$ cat src/rtl/doodle_pkg.sv
// doodle_pkg: shared game state encoding and screen geometry for the doodle game blocks
package doodle_pkg;
  typedef enum logic [1:0] {MENU = 2'd0, PLAY = 2'd1, OVER = 2'd2} game_state_t;
  localparam int SCREEN_WIDTH = 640;
  localparam int SCREEN_HEIGHT = 480;
  localparam int COORD_W = 10;
endpackage

$ cat src/rtl/doodle_physics_wrap_add.sv
// wrap_add: unsigned coordinate plus signed step, wrapped modulo MOD (|d| < MOD)
module wrap_add #(
  parameter int W   = 10,
  parameter int DW  = 9,
  parameter int MOD = 640
) (
  input  logic [W-1:0]         a,
  input  logic signed [DW-1:0] d,
  output logic [W-1:0]         sum
);
  localparam int SW = W + 2;
  localparam logic signed [SW-1:0] M = SW'(MOD);
  logic signed [SW-1:0] s;
  always_comb begin
    s = $signed({2'b00, a}) + $signed({{(SW-DW){d[DW-1]}}, d});
    sum = s < 12'sd0 ? W'(s + M) : s >= M ? W'(s - M) : W'(s);
  end
endmodule

$ cat src/rtl/doodle_physics.sv
// doodle_physics: per-frame sprite motion with horizontal wrap, gravity, bounces and world scroll
module doodle_physics
  import doodle_pkg::*;
#(
  parameter int FPS           = 60,
  parameter int CLK           = 25_000_000,
  parameter int EARTH         = 440,
  parameter int DOODLE_HEIGHT = 40,
  parameter int SCREEN_WIDTH  = 640,
  parameter int START_X       = 300,
  parameter int SCROLL_LINE   = 160,
  parameter int JUMP_VELOCITY = 12,
  parameter int GRAVITY       = 1,
  parameter int MAX_FALL      = 15
) (
  input  logic                          clk,
  input  logic                          rst,
  input  logic [$clog2(CLK/FPS):0]      fps_counter,
  input  logic signed [8:0]             delta_x,
  input  logic [1:0]                    game_state,
  input  logic                          platform_hit,
  output logic [COORD_W-1:0]            doodle_x,
  output logic [COORD_W-1:0]            doodle_y,
  output logic signed [7:0]             velocity_y,
  output logic                          facing_left,
  output logic [COORD_W-1:0]            scroll_dy,
  output logic                          frame_done
);
  localparam logic signed [11:0] E = 12'(EARTH), H = 12'(DOODLE_HEIGHT), SL = 12'(SCROLL_LINE);
  localparam logic signed [11:0] J = 12'(JUMP_VELOCITY), G = 12'(GRAVITY), MF = 12'(MAX_FALL);
  logic tick, in_menu, in_play, bounce;
  logic signed [11:0] y_s, vy_s, yn, vg, y_nx, vy_nx, sc_nx;
  logic [COORD_W-1:0] x_nx;
  wrap_add #(.W(COORD_W), .DW(9), .MOD(SCREEN_WIDTH)) u_wrap (
    .a(doodle_x), .d(delta_x), .sum(x_nx)
  );
  // Menu bounces off the ground; play only bounces off platforms while falling.
  always_comb begin
    tick = &fps_counter;
    in_menu = game_state == MENU;
    in_play = game_state == PLAY;
    y_s = $signed({2'b00, doodle_y});
    vy_s = {{4{velocity_y[7]}}, velocity_y};
    yn = y_s + vy_s;
    vg = vy_s >= MF - G ? MF : vy_s + G;
    bounce = in_menu ? (yn + H >= E && vy_s >= 12'sd0) : (platform_hit && vy_s > 12'sd0);
    vy_nx = bounce ? -J : vg;
    y_nx = in_menu ? (bounce ? E - H : yn < 12'sd0 ? 12'sd0 : yn)
                   : (yn < SL ? SL : yn > E ? E : yn);
    sc_nx = in_play && yn < SL ? SL - yn : 12'sd0;
  end
  always_ff @(posedge clk) begin
    if (rst) begin
      doodle_x <= COORD_W'(START_X);
      doodle_y <= COORD_W'(EARTH - DOODLE_HEIGHT);
      velocity_y <= '0;
      facing_left <= 1'b0;
      scroll_dy <= '0;
      frame_done <= 1'b0;
    end else begin
      frame_done <= tick;
      scroll_dy <= '0;
      if (tick && (in_menu || in_play)) begin
        doodle_x <= x_nx;
        doodle_y <= y_nx[COORD_W-1:0];
        velocity_y <= vy_nx[7:0];
        scroll_dy <= sc_nx[COORD_W-1:0];
        if (|delta_x) facing_left <= delta_x[8];
      end
    end
  end
endmodule
$ cat config.mk
export PLATFORM = sky130hd
export DESIGN_NAME = doodle_physics
export DESIGN_NICKNAME = d
export VERILOG_FILES = /design/src/rtl/doodle_pkg.sv /design/src/rtl/doodle_physics_wrap_add.sv /design/src/rtl/doodle_physics.sv
export SDC_FILE = /design/constraint.sdc
export NUM_CORES = 1
export LEC_CHECK = 0
export BUFFER_PORTS_ARGS = -buffer_cell sky130_fd_sc_hd__buf_2
export CORE_ASPECT_RATIO = 1.25
export CORE_MARGIN = 8
export CORE_UTILIZATION = 35
export CTS_CLUSTER_SIZE = 12
export DETAILED_ROUTE_END_ITERATION = 10
export GPL_ROUTABILITY_DRIVEN = 0
export GPL_TIMING_DRIVEN = 1
export PLACE_DENSITY_LB_ADDON = 0.05
export RECOVER_POWER = 100
export SLEW_MARGIN = 5
export SYNTH_ARGS = -nofsm -noshare
export SYNTH_HDL_FRONTEND = slang
export SYNTH_SLANG_ARGS = --single-unit
$ cat constraint.sdc
create_clock -name clk -period 9 [get_ports clk]
set_input_delay 1.8 -clock clk [delete_from_list [all_inputs] [get_ports clk]]
set_output_delay 1.8 -clock clk [all_outputs]
set_load 0.1 [all_outputs]
After elaboration in Yosys (flattened, before gate mapping)
Cells that the tools add are included.
{"block": "classes", "add_sub_neg": 7, "mul": 0, "div_mod_pow": 0, "order_cmp": 9, "n_eq_ne": 1, "shifts": 0, "n_mux": 10, "bitwise_logic": 2, "n_reduce_logical": 10}
{"cell": "$mux W10", "n": 7}
{"cell": "$lt A12 B1 Y1 const B", "n": 2}
{"cell": "$reduce_and A20 Y1", "n": 1}
{"cell": "$mux W8", "n": 2}
{"cell": "$add A11 B8 Y12", "n": 1}
{"cell": "$add A11 B9 Y12", "n": 1}
{"cell": "$add A12 B7 Y12 const B", "n": 1}
{"cell": "$ge A12 B10 Y1 const B", "n": 1}
{"cell": "$ge A12 B11 Y1 const B", "n": 1}
{"cell": "$gt A12 B10 Y1 const B", "n": 1}
{"cell": "$lt A12 B9 Y1 const B", "n": 1}
{"cell": "$add A10 B10 Y10 const B", "n": 1}
{"cell": "$sub A10 B10 Y10 const B", "n": 1}
{"cell": "$sub A9 B10 Y10 const A", "n": 1}
{"cell": "$reduce_or A9 Y1", "n": 1}
{"cell": "$add A8 B2 Y8 const B", "n": 1}
{"cell": "$ge A8 B1 Y1 const B", "n": 1}
{"cell": "$ge A8 B5 Y1 const B", "n": 1}
{"cell": "$gt A8 B1 Y1 const B", "n": 1}
{"cell": "$logic_and A1 B1 Y1", "n": 4}
{"cell": "$reduce_or A3 Y1", "n": 1}
{"cell": "$eq A2 B1 Y1 const B", "n": 1}
{"cell": "$logic_not A2 Y1", "n": 1}
{"cell": "$not A1 Y1", "n": 2}
{"cell": "other kinds (3)", "n": 3}
{"block": "totals", "ff_bits": 40, "latchBits": 0, "mem_bits_rw": 0, "romBits": 0, "output_inout_bits": 40, "elab_cells": 45, "n_memories": 0}

Logic depth before layout (Yosys ltp)
{"block": "logic_depth", "word_depth": 7, "ltp_mapped": 15, "mapped_depth_nobuf": 15}

Modules after synthesis
A second synthesis with hierarchy kept.
{"block": "unflattened", "cells_unflattened": 446, "hier_area_um2": 3439.5}
{"mod": "doodle_physics", "instances": 1, "cells_per_inst": 355, "area_each_um2": 2731.4, "seq_area_each_um2": 800.8}
{"mod": "wrap_add", "instances": 1, "cells_per_inst": 91, "area_each_um2": 708.2, "seq_area_each_um2": 0.0}

Worst setup path before layout
No wires, ideal clock.
{"block": "synth_timing", "kind": "flip-flop to flip-flop", "start": "register velocity_y[0]", "end": "register velocity_y[6]", "arrival_time_ns": 4.239, "required_ns": 8.879, "setup_slack_ns": 4.640, "path_stages_with_launch": 15, "n_path_buf": 0, "synth_period_minus_slack_ns": 4.360, "cell_sequence": "dfxtp_1 ha_1 inv_1 fa_1 nor2b_1 o22a_1 xor2_1 ha_1 o211ai_1 or4_4 nor3b_2 o22ai_2 a31oi_4 a21oi_1 o221a_1"}
{"block": "synth_between", "elab_chain_cells": 6, "word_cells_on_any_way": 12}
{"item": "from (decl)", "line": "doodle_physics.sv:24", "rtl": "output logic signed [7:0] velocity_y,"}
{"item": "from (signal assigned)", "line": "doodle_physics.sv:66", "rtl": "velocity_y <= vy_nx[7:0];"}
{"item": "$add A11 B8 Y12", "line": "doodle_physics.sv:44", "rtl": "yn = y_s + vy_s;"}
{"item": "$add A12 B7 Y12", "line": "doodle_physics.sv:46", "rtl": "bounce = in_menu ? (yn + H >= E && vy_s >= 12'sd0) : (platform_hit && vy_s > 12'sd0);"}
{"item": "$ge A12 B10 Y1", "line": "doodle_physics.sv:46"}
{"item": "$logic_and A1 B1 Y1", "line": "doodle_physics.sv:46"}
{"item": "$mux W1", "line": "doodle_physics.sv:46"}
{"item": "$mux W8 *", "line": "doodle_physics.sv:47", "rtl": "vy_nx = bounce ? -J : vg;"}
Mark *: on every way between the ends. The rest lies on a longest branch, timed or not.
A chain may end at the register's enable or synchronous reset.

Worst setup path in the final report
{"block": "layout_timing", "start": "register velocity_y[0]", "end": "register velocity_y[4]"}
Same word-level chain as after synthesis.

==> run_results.csv <==
group,metric,value,unit
cells_and_area,final_cell_mix,"42 x clkbuf_1, 41 x nor2_1, 40 x dfxtp_1",
yosys,syn_area,3330,µm²
pwr,internal_power,0.000333,W
die,start_util,35.2,%
critical_path,reg2regPathDepth,14,
critical_path,critPathMaxFanout,10,
timing,period_minus_slack,4.81,ns
yosys,syn_inst,414,
placed_design,dp_worst_setup_slack,4.37,ns
cts,cts_tree,"done",
yosys,synth_fp_nets,480,
routing,wl_per_cell,17.2,µm
critical_path,cp.arrival,4.99,ns
cts,clkSinkCount,40,
min_path,holdPathStages,2,
pwr,p_per_area,111,nW/µm²
routing,drt_iter0_markers,108,
cells_and_area,postLayoutCoreUtil,41.3,%
min_path,min_from,"doodle_x[6]$_SDFFE_PP0P_",
die,io_pins,74,
timing,setup_tns,0,ns
min_path,holdPathEnd,"doodle_x[6]$_SDFFE_PP0P_",
cells_and_area,drive_gt1_share,12.4,%
critical_path,crit_type,"flip-flop to flip-flop",
timing,setup_viol,0,
cells_and_area,layout.nets,549,
critical_path,r2r-end,"velocity_y[4]$_SDFFE_PP0P_",
cts,cts_max_level,2,
min_path,hp-class,"flip-flop to flip-flop",
yosys,synth-edff-count,0,
pwr,peakVddDrop,0.000104,V
die,rows,40,
timing,tightest_slew,1.36,ns
cts,clk_latency,0.29,ns
yosys,yosysSeqAreaShare,24.0,%
yosys,async_reset_ff_share,0,%
global_route,grt_pass1_wl,17.4,mm
cts,cts_buffer_depth,2,
yosys,synth-main-ff-cell,"dfxtp_1",
routing,drc,0,
cts,post_cts_buffers,0,
die,die_h,125,µm
pwr,swShare,23.4,%
global_route,grt_max_degree,24,
routing,post_drt_via_cell_ratio,5.59,
timing,clock_skew,0.00486,ns
critical_path,endpoint_kind,"flip-flop",
timing,slew_headroom,9.02,%
pwr,switching_power,0.000102,W
critical_path,r2r_setup_slack,4.19,ns
pwr,p_clk_share,50.0,%
cells_and_area,diodes,0,
yosys,synth.distinct_cells,72,
critical_path,cp_data_required_time,9.18,ns
die,fp.dieW,103,µm
placed_design,dp_hpwl,8.18,mm
cells_and_area,final_common_cell,"clkbuf_1",
cts,ctsResizeCount,0,
timing,fin_ws,4.19,ns
timing,hold_viol_final,0,
routing,drt_wl_total,10.5,mm
yosys,synth_seq_cells,40,
cts,cts_root_buffer,"clkbuf_16",
routing,vias,3407,
global_route,antenna_found_initial,0,
global_route,grt_overflow,0,
pwr,total_power,0.000435,W
cts,cts_hold_buf,0,
cells_and_area,filler_cell_count,992,
timing,slew_violations,0,
pwr,leakage,1.52,nW
routing,drt_first_pass_iters,4,
die,die_area,12900,µm²
die,core_area,9460,µm²
global_route,gr-usage-all-layers,16.8,%
pwr,combinationalPowerShare,9.3,%
cts,clkTransAtPathRegs,0.06,ns
timing,max_freq,208,MHz
routing,ant_nets,0,
critical_path,start_kind,"flip-flop",
pwr,p_seq_share,40.7,%
yosys,yosysWarnings,0,
global_route,first_global_vias,3487,
timing,grt_setup_unrepaired,"no",
timing,fin_crit_sh,53.4,%
status,status,"finished clean",
critical_path,r2r_start,"velocity_y[0]$_SDFFE_PP0P_",
placed_design,port_buffers,73,
cts,cts_buffers,5,
yosys,avgSynthCellArea,8.05,µm²
cells_and_area,area_delta_synth_final,17.2,%
flow_run,maxCapViolCount,0,
cells in the mapped netlist, drive strengths merged, types with 4 or more instances:
library cell,instances,area (µm²)
a211o,4,35.0
a211oi,9,72.6
a21o,4,30.0
a21oi,26,130
a31oi,7,73.8
and3,5,31.3
clkbuf,11,41.3
dfxtp,40,801
ha,30,375
inv,24,90.1
nand2,34,128
nand2b,4,27.5
nand3,9,45.0
nand4,9,56.3
nor2,41,156
nor2b,7,43.8
nor3,14,70.1
nor4,6,43.8
o211ai,10,75.1
o21a,7,52.6
o21ai,26,130
or2,6,37.5
or3,4,25.0
xnor2,11,96.3
xor2,11,104
worst max-delay path, cell delays in order (launching register included):
cell and delay [ns]:
dfxtp_1 0.44, ha_1 0.26, inv_1 0.07, fa_1 0.42, nor2b_1 0.21, o22a_1 0.19
xor2_1 0.48, ha_1 0.38, o211ai_1 0.15, or4_1 0.46, nor3b_1 0.27, o22ai_1 0.17
a31oi_1 0.74, o21ai_0 0.21, a32o_1 0.25
final cells by class:
cell class                 count  area, µm²  share of cell area (%)
multi-input combinational    337       2350                    60.3
sequential                    40        801                    20.5
timing repair buffer          75        325                    8.33
tap                          126        158                    4.04
clock buffer                   6        139                    3.56
inverter                      24       90.1                    2.31
clock inverter                 2       38.8                   0.993
per-stage QoR:
stage | area [µm²] | cells | hold slack (ns)
CTS | 4000 | 610 | 0.476
global placement | 3820 | 602 | 0.463
floorplan | 3330 | 414 | 0.886
detailed placement | 3820 | 602 | 0.469
global route | 3910 | 610 | 0.524
finish | 3910 | 610 | 0.487
registers in the layout, summed over array words and instances (netlist names):
register	cells
frame_done	1
facing_left	1
doodle_y	10
velocity_y	8
scroll_dy	10
doodle_x	10
logic make-up after synthesis:
kind of cell,synth area share (%)
simple gates,23.2
compound gates,29.4
flops,24.0
buf+inv,4.32
fa+ha+maj,12.5
xor+xnor,6.01
mux,0.601
worst max-delay path by stage:
stage / startpoint / depth (start not counted) / to
3_3_place_gp: delta_x[0] / 15 / doodle_x[8]$_SDFFE_PP1P_
2_1_floorplan: velocity_y[0]$_SDFFE_PP0P_ / 14 / velocity_y[6]$_SDFFE_PP0P_
5_1_grt: velocity_y[0]$_SDFFE_PP0P_ / 14 / velocity_y[4]$_SDFFE_PP0P_
6_report: velocity_y[0]$_SDFFE_PP0P_ / 14 / velocity_y[4]$_SDFFE_PP0P_
4_1_cts: delta_x[0] / 15 / doodle_x[8]$_SDFFE_PP1P_
3_5_place_dp: delta_x[0] / 15 / doodle_x[8]$_SDFFE_PP1P_
power by group through the flow:
stage / clock (W) / combinational [W] / sequential [W]
after floorplan: 0 / 0.0000258 / 0.000181
after global placement: 0 / 0.0000400 / 0.000181
after detailed placement: 0 / 0.0000406 / 0.000181
after CTS: 0.000225 / 0.0000409 / 0.000177
after global routing: 0.000231 / 0.0000456 / 0.000177
final: 0.000217 / 0.0000404 / 0.000177
routing by layer:
metal | vias to the layer above | track usage (%) | share of wire, % | wire (µm)
met2 | 66 | 29.9 | 52 | 5420
met4 | 0 | 6.83 | 3.5 | 366
met1 | 1633 | 18.7 | 41 | 4330
met5 | - | 0 | 0 | 0
li1 | 1686 | - | - | -
met3 | 22 | 3.28 | 3.4 | 357
No activity file was read; power rests on OpenSTA's default activity.
